<file path="config.mk">
export PLATFORM = sky130hd
export DESIGN_NAME = uart_receiver
export DESIGN_NICKNAME = d
export VERILOG_FILES = /design/src/rtl/uart_receiver.sv
export SDC_FILE = /design/constraint.sdc
export NUM_CORES = 1
export LEC_CHECK = 0
export BUFFER_PORTS_ARGS = -buffer_cell sky130_fd_sc_hd__buf_2
export CAP_MARGIN = 5
export CORE_MARGIN = 2
export CORE_UTILIZATION = 63
export CTS_CLUSTER_SIZE = 30
export DETAILED_ROUTE_END_ITERATION = 8
export PLACE_DENSITY = 0.83
export SLEW_MARGIN = 20
export SYNTH_ARGS = -nofsm -noshare
export SYNTH_HDL_FRONTEND = slang
export SYNTH_SLANG_ARGS = --single-unit
</file>
<file path="constraint.sdc">
create_clock -name clk -period 3.4 [get_ports clk]
set_clock_uncertainty 0.15 [all_clocks]
set_input_delay 0.68 -clock clk [delete_from_list [all_inputs] [get_ports clk]]
set_output_delay 0.68 -clock clk [all_outputs]
set_load 0.01 [all_outputs]
</file>
<file path="src/rtl/uart_receiver.sv">
// uart_receiver: 8N1 UART receive path.
// Samples the asynchronous rx line at mid-bit, assembles bytes LSB first and
// presents them on a valid/ack register. Flags framing errors (one-cycle pulse)
// and overruns (sticky until reset). Bit timing is CLK_CYCLES clocks per bit.
// Optional feature: define UART_RX_MAJORITY_EN for 3-sample majority voting
// on the synchronised line (rejects single-cycle glitches at the sample point).
module uart_receiver #(
    parameter int CLK_CYCLES = 4167,
    parameter int CTR_WIDTH  = 16
) (
    input  logic       clk,
    input  logic       rst,
    input  logic       uart_rx,
    output logic [7:0] data,
    output logic       valid,
    input  logic       ack,
    output logic       frame_err,
    output logic       overrun,
    output logic       busy
);

    localparam int HALF = CLK_CYCLES / 2;
    localparam logic [CTR_WIDTH-1:0] HALF_M1 = CTR_WIDTH'(HALF - 1);
    localparam logic [CTR_WIDTH-1:0] FULL_M1 = CTR_WIDTH'(CLK_CYCLES - 1);

    typedef enum logic [2:0] {
        IDLE,
        START,
        DATA,
        STOP,
        WAIT_HIGH
    } state_t;

    state_t               state;
    state_t               state_nxt;

    logic                 rx_meta;
    logic                 rx_s;
    logic                 samp;
    logic                 start_det;

    logic [CTR_WIDTH-1:0] ctr;
    logic [2:0]           bit_idx;
    logic [7:0]           shreg;

    logic                 ctr_clr;
    logic                 shift_en;
    logic                 stop_hit;
    logic                 deliver;
    logic                 bad_stop;

    // Two-flop synchroniser for the asynchronous line; idles high.
    always_ff @(posedge clk) begin
        if (rst) begin
            rx_meta <= 1'b1;
            rx_s    <= 1'b1;
        end else begin
            rx_meta <= uart_rx;
            rx_s    <= rx_meta;
        end
    end

`ifdef UART_RX_MAJORITY_EN
    logic [2:0] hist;

    // History of the synchronised line, shifted every clock, for majority voting.
    always_ff @(posedge clk) begin
        if (rst) begin
            hist <= '1;
        end else begin
            hist <= {hist[1:0], rx_s};
        end
    end

    assign samp = (hist[0] & hist[1]) | (hist[0] & hist[2]) | (hist[1] & hist[2]);
    // Start detection taps the history so the whole frame is timed one clock
    // later, keeping the voting window near the middle of each bit.
    assign start_det = ~hist[0];
`else
    assign samp      = rx_s;
    assign start_det = ~rx_s;
`endif

    // State register.
    always_ff @(posedge clk) begin
        if (rst) begin
            state <= IDLE;
        end else begin
            state <= state_nxt;
        end
    end

    // Next-state logic.
    always_comb begin
        state_nxt = state;
        case (state)
            IDLE: begin
                if (start_det) begin
                    state_nxt = START;
                end
            end
            START: begin
                if (ctr == HALF_M1) begin
                    // A high sample mid-start-bit is a glitch: drop back silently.
                    state_nxt = samp ? IDLE : DATA;
                end
            end
            DATA: begin
                if ((ctr == FULL_M1) && (bit_idx == 3'd7)) begin
                    state_nxt = STOP;
                end
            end
            STOP: begin
                if (ctr == FULL_M1) begin
                    state_nxt = samp ? IDLE : WAIT_HIGH;
                end
            end
            WAIT_HIGH: begin
                // Break condition: no new frame until the line returns high.
                if (rx_s) begin
                    state_nxt = IDLE;
                end
            end
            default: state_nxt = IDLE;
        endcase
    end

    // Output / control decode from the state register and counter.
    always_comb begin
        busy     = (state != IDLE);
        shift_en = (state == DATA) && (ctr == FULL_M1);
        stop_hit = (state == STOP) && (ctr == FULL_M1);
        deliver  = stop_hit && samp;
        bad_stop = stop_hit && !samp;
        // Counter restarts on every compare match and on every state change,
        // and is held at zero in the states that do not time anything.
        ctr_clr  = (state == IDLE) || (state == WAIT_HIGH) ||
                   (state_nxt != state) || shift_en;
    end

    // Bit-period counter, bit index and receive shift register.
    always_ff @(posedge clk) begin
        if (rst) begin
            ctr     <= '0;
            bit_idx <= '0;
            shreg   <= '0;
        end else begin
            if (ctr_clr) begin
                ctr <= '0;
            end else begin
                ctr <= ctr + 1'b1;
            end
            if (state == START) begin
                bit_idx <= '0;
            end else if (shift_en) begin
                bit_idx <= bit_idx + 1'b1;
            end
            if (shift_en) begin
                shreg <= {samp, shreg[7:1]};
            end
        end
    end

    // Consumer handshake: delivery, ack, overrun and framing-error flags.
    always_ff @(posedge clk) begin
        if (rst) begin
            data      <= '0;
            valid     <= 1'b0;
            frame_err <= 1'b0;
            overrun   <= 1'b0;
        end else begin
            frame_err <= bad_stop;
            if (deliver) begin
                if (!valid || ack) begin
                    data  <= shreg;
                    valid <= 1'b1;
                end else begin
                    overrun <= 1'b1;
                end
            end else if (valid && ack) begin
                valid <= 1'b0;
            end
        end
    end

endmodule
</file>
Word-level counts from Yosys, hierarchy flattened
Cells that the tools add are included.
{"block": "word_totals", "output_inout_bits": 12, "regBits": 43}
{"block": "classes", "eq_ne": 9, "reduce_logical": 20, "n_addsub": 2, "bitwise_logic": 1, "n_mux": 11}
{"cell": "2-to-1 mux 3 bit", "count": 6}
{"cell": "adder 16 x 1 -> 16 bit (second input constant)", "count": 1}
{"cell": "== test 16 x 12 -> 1 bit (second input constant)", "count": 1}
{"cell": "== test 16 x 13 -> 1 bit (second input constant)", "count": 1}
{"cell": "case mux 3 bit (5 select lines)", "count": 1}
{"cell": "== test 3 x 2 -> 1 bit (second input constant)", "count": 2}
{"cell": "== test 3 bit (second input constant)", "count": 2}
{"cell": "logical AND 1 bit", "count": 6}
{"cell": "AND reduction 2 bit", "count": 3}
{"cell": "logical OR 1 bit", "count": 4}
{"cell": "OR reduction 2 bit", "count": 2}
{"cell": "adder 3 x 1 -> 3 bit (second input constant)", "count": 1}
{"cell": "== test 3 x 1 -> 1 bit (second input constant)", "count": 1}
{"cell": "zero test 3 bit", "count": 1}
{"cell": "2-to-1 mux 1 bit", "count": 3}
{"cell": "inequality test 3 bit", "count": 1}
{"cell": "nonzero test 3 bit", "count": 1}
{"cell": "zero test 1 bit", "count": 2}
{"cell": "2-to-1 mux 2 bit", "count": 1}
{"cell": "inequality test 2 x 1 -> 1 bit (second input constant)", "count": 1}
{"cell": "nonzero test 2 bit", "count": 1}
{"cell": "NOT 1 bit", "count": 1}

Depth between registers and ports, before layout
{"block": "logic_depth", "word_depth": 8, "ltp_mapped": 8}

Worst setup path after synthesis
Ideal clock, no wire load.
{"block": "synth_timing", "path_kind": "register to register", "startpoint": "register ctr[0]", "endpoint": "register ctr[10]", "synth_period_minus_slack_ps": 1998, "arrival_ps": 1784, "path_stages_with_launch": 9, "setup_slack_ps": 1402, "required_time_ps": 3186, "cell_sequence": "dfxtp_1 -> inv_1 -> ha_1 -> nor4bb_4 -> and4_2 -> buf_2 -> a211o_2 -> buf_4 -> nor2_1"}
{"block": "synth_via", "elab_chain_len": 8}
{"item": "start, declared", "line_no": "42", "text": "logic [CTR_WIDTH-1:0] ctr;"}
{"item": "start signal, assigned", "line_no": "151", "text": "ctr <= ctr + 1'b1;"}
{"item": "== test 16 x 13 -> 1 bit", "line_no": "109, 114, 131"}
{"item": "logical AND 1 bit", "line_no": "109", "text": "if ((ctr == FULL_M1) && (bit_idx == 3'd7)) begin"}
{"item": "2-to-1 mux 3 bit", "line_no": "109"}
{"item": "case mux 3 bit (5 select lines)", "line_no": "96", "text": "case (state)"}
{"item": "inequality test 3 bit", "line_no": "138", "text": "(state_nxt != state) || shift_en;"}
{"item": "logical OR 1 bit", "line_no": "137", "text": "ctr_clr = (state == IDLE) || (state == WAIT_HIGH) ||"}
{"item": "logical OR 1 bit", "line_no": "138"}
{"item": "OR reduction 2 bit (no line)"}
Several ways; a longest one is shown, not always the timed one.
A chain may end at the register's enable or synchronous reset.

Worst setup path after layout
{"block": "layout_timing", "startpoint": "register ctr[2]", "endpoint": "register bit_idx[0]"}
{"block": "layout_via", "elab_chain_len": 2}
{"item": "== test 16 x 13 -> 1 bit", "line_no": "131", "text": "shift_en = (state == DATA) && (ctr == FULL_M1);"}
{"item": "logical AND 1 bit", "line_no": "131"}
{"item": "end signal, assigned", "line_no": "156", "text": "bit_idx <= bit_idx + 1'b1;"}
{"item": "end, declared", "line_no": "43", "text": "logic [2:0] bit_idx;"}
Every way passes these cells.

==> impl_metrics.json <==
{
  "detail_route.wl_per_cell_um": 13.59,
  "static-leakage-power_uw": 0.0008549,
  "area_delta_synth_final_pct": 5.658,
  "ant_nets": 0,
  "die_h_um": 59.90,
  "rsz0062_at_grt": "no",
  "syn-instance-count": 203,
  "groute.layer.met1.usage_pct": 25.92,
  "hold_path.startpoint": "rx_meta$_SDFF_PP1_",
  "floorplan.core_area_um2": 3003,
  "number_of_global_route_vias_before_repair": 1347,
  "clock_insertion_delay_worst_skew_ns": 0.36,
  "hold_depth": 1,
  "crit_path_start_kind": "flop",
  "pre_cts_ws_ns": 1.073,
  "insertedDiodeCount": 0,
  "rrSetupSlack_ns": 1.02,
  "grt-ovfl-total": 0,
  "run_status": "finished, final reports clean",
  "final_max_slew_viol_count": 0,
  "drt_iter0_drc": 44,
  "worst_r2r_path_depth": 5,
  "row_count": 20,
  "final_core_util_pct": 69.25,
  "floorplan.io_pins": 16,
  "worst-slew-pin-transition_ns": 0.7217,
  "floorplan.initialDensity_pct": 65.54,
  "worstSetupPathType": "flop to flop",
  "asyncSetResetFlopFracSynth_pct": 0,
  "grt_use_met2_pct": 36.80,
  "seq_area_frac_synth_pct": 43.74,
  "final_min_period_over_clock_period_pct": 69.94,
  "grt-busiest-layer": "met2",
  "detail_route.drc_violations": 0,
  "synth-edff-count": 0,
  "cpMostUsedCell": "sky130_fd_sc_hd__nand4b_1",
  "groute.layer.met3.usage_pct": 7.143,
  "worst-endpoint-required_ns": 3.55,
  "dr_vias": 1404,
  "grt_util_overall_pct": 21.93,
  "worstSetupEndpointType": "flop",
  "final_period_demand_of_the_worst_path_ns": 2.378,
  "mappedNetlistArea_um2": 1968,
  "post_cts.resized_instances": 0,
  "route.detailed.vias_per_inst": 5.661,
  "number_of_antenna_violations_at_the_first_check_in_global_routing": 0,
  "count_of_input_and_output_buffers": 15,
  "synth_ff_type": "sky130_fd_sc_hd__dfxtp_1",
  "ys_ff_latch": 43,
  "tritoncts_clock_tree": "yes",
  "detailed_place.area_um2": 1996,
  "post-route-cell-area_um2": 2079,
  "totalNegativeSetupSlack_ns": 0,
  "critPathMaxStageDelay_ns": 0.64,
  "synth_cell_types": 42,
  "cts_setup_buffers": 0,
  "maximum_buffer_depth_of_the_clock_tree": 2,
  "final_critical_path_setup_slack_ns": 1.022,
  "worstPathArrival_ns": 2.53,
  "cts_inserted_buffers": 5,
  "cellPowerDensity_nw_per_um2": 412.2,
  "die_w_um": 59.90,
  "htree_num_levels": 2,
  "clock_sink_count": 43,
  "worst_case_vdd_ir_drop_v": 0.0002773,
  "cpMaxStageDelayCell": "sky130_fd_sc_hd__nand4b_1",
  "ys.warnings.count": 0,
  "power_uw": 857.1,
  "synth_area_per_cell_um2": 9.695,
  "dr.pass1.iters": 4,
  "gp_congestion": 0.7826,
  "relative_slew_slack_pct": 51.63,
  "cts.reportedPaths.clkPinSlew_ns": 0.13,
  "timing.critical_path.cells": "nand4b_1 -> nor4b_1 -> nand4b_1 -> xor2_1 -> nor3_1",
  "worstHoldEndpoint": "rx_s$_SDFF_PP1_",
  "die_area_um2": 3587,
  "cap_viol_max_count": 0,
  "reg2reg_to": "bit_idx[0]$_SDFFE_PP0P_",
  "final_net_count": 222,
  "worst_r2r_startpoint": "ctr[2]$_SDFF_PP0_",
  "clock_tree.root_cell": "sky130_fd_sc_hd__clkbuf_4",
  "timing.hold.worst.class": "flop to flop",
  "max_fclk_ghz": 0.4205,
  "synth_fp_nets": 211,
  "grt_pass1_wl_um": 5837,
  "fraction_of_layout_instances_using_a_drive_strength_above_1_pct": 16.74,
  "timing_hold_violations_final": 0,
  "place_hpwl_um": 2489,
  "cts_hold_buffers": 0,
  "path_max_fanout": 11,
  "setup_viol": 0,
  "wirelength_um": 3370,
  "largest_net_degree_at_the_start_of_global_routing": 29
}
-- power breakdown --
group          internal (µW)  total [µW]  switching (µW)
combinational           6.80        20.1            13.3
sequential               506         509            2.94
clock                    157         328             171
-- cell usage in the layout, fill, tap and decap left out, types with 4 or more instances in the layout --
| master | count |
|---|---|
| sky130_fd_sc_hd__nor3_1 | 16 |
| sky130_fd_sc_hd__mux2i_1 | 18 |
| sky130_fd_sc_hd__dfxtp_1 | 43 |
| sky130_fd_sc_hd__nand4b_1 | 4 |
| sky130_fd_sc_hd__xnor2_1 | 7 |
| sky130_fd_sc_hd__ha_1 | 4 |
| sky130_fd_sc_hd__nand2_1 | 13 |
| sky130_fd_sc_hd__buf_2 | 15 |
| sky130_fd_sc_hd__nand3_1 | 7 |
| sky130_fd_sc_hd__xor2_1 | 8 |
| sky130_fd_sc_hd__clkbuf_4 | 5 |
| sky130_fd_sc_hd__nor2_1 | 32 |
-- per-stage QoR --
step,cells,hold WS (ns)
finish,248,0.2763
detailed placement,240,0.2450
global placement,240,0.2435
CTS,248,0.2751
floorplan,203,0.2395
global route,248,0.3021
-- synthesized netlist by cell type, drive strengths merged (2+ instances only) --
master  instances  share of area, %
a21oi           3              0.76
and3            3              0.95
and4            2              0.95
buf             4               1.1
clkbuf          6               2.8
dfxtp          43                44
ha              4               2.5
inv             3              0.57
mux2i          18               9.2
nand2          13               2.5
nand3           7               1.8
nand4           4               1.6
nand4b          4               1.8
nor2           32               6.1
nor2b           2              0.64
nor3           17               4.9
nor3b           2              0.76
nor4            2               2.2
o21ai           2              0.51
or2             2              0.64
or3             2              0.64
xnor2           7               3.1
xor2            8               3.6
-- critical path, delay by kind of cell, from the launching register on --
kind | cells | cell delay [ns]
and+or+nand+nor | 4 | 1.32
xor gates and xnor gates | 1 | 0.35
DFF | 1 | 0.51
-- registers in the layout, summed over array words and instances (netlist names) --
| name | cells |
|---|---|
| state | 3 |
| overrun | 1 |
| ctr | 16 |
| bit_idx | 3 |
| frame_err | 1 |
| valid | 1 |
| rx_s | 1 |
| data | 8 |
| shreg | 8 |
| rx_meta | 1 |
-- routing by layer --
metal / part of all wire, % / vias up
li1: - / 724
met1: 45 / 654
met2: 50 / 21
met3: 3.4 / 5
met4: 1.5 / 0
met5: 0 / -
-- cells by family (layout without fill, tap and decap cells) --
kind of cell / Yosys count / after routing / synth area share, %
xor+xnor: 15 / 15 / 6.675
flops: 43 / 43 / 43.74
simple gates: 98 / 98 / 28.80
fa+ha+maj: 4 / 4 / 2.543
buf+inv: 14 / 26 / 5.086
compound gates: 11 / 11 / 4.005
mux: 18 / 18 / 9.154
-- cell type report --
| cell class | count | area [µm²] |
|---|---|---|
| Tap cell | 33 | 41.29 |
| Clock buffer | 5 | 37.54 |
| Sequential cell | 43 | 860.8 |
| Multi-Input combinational cell | 146 | 1007 |
| Timing Repair Buffer | 15 | 75.07 |
| Clock inverter | 3 | 46.29 |
| Fill cell | 241 | 923.4 |
| Inverter | 3 | 11.26 |
-- worst max-delay path by stage --
| stage | slack, ns | startpoint | end |
|---|---|---|---|
| after CTS | 1.04 | ctr[2]$_SDFF_PP0_ | bit_idx[0]$_SDFFE_PP0P_ |
| after detailed placement | 1.07 | ctr[2]$_SDFF_PP0_ | bit_idx[2]$_SDFFE_PP0P_ |
| after floorplan | 1.40 | ctr[0]$_SDFF_PP0_ | ctr[10]$_SDFF_PP0_ |
| after global placement | 1.21 | ctr[5]$_SDFF_PP0_ | bit_idx[0]$_SDFFE_PP0P_ |
| after global routing | 0.86 | ctr[2]$_SDFF_PP0_ | bit_idx[0]$_SDFFE_PP0P_ |
| final | 1.02 | ctr[2]$_SDFF_PP0_ | bit_idx[0]$_SDFFE_PP0P_ |
Power figures use the tool's default switching activity.
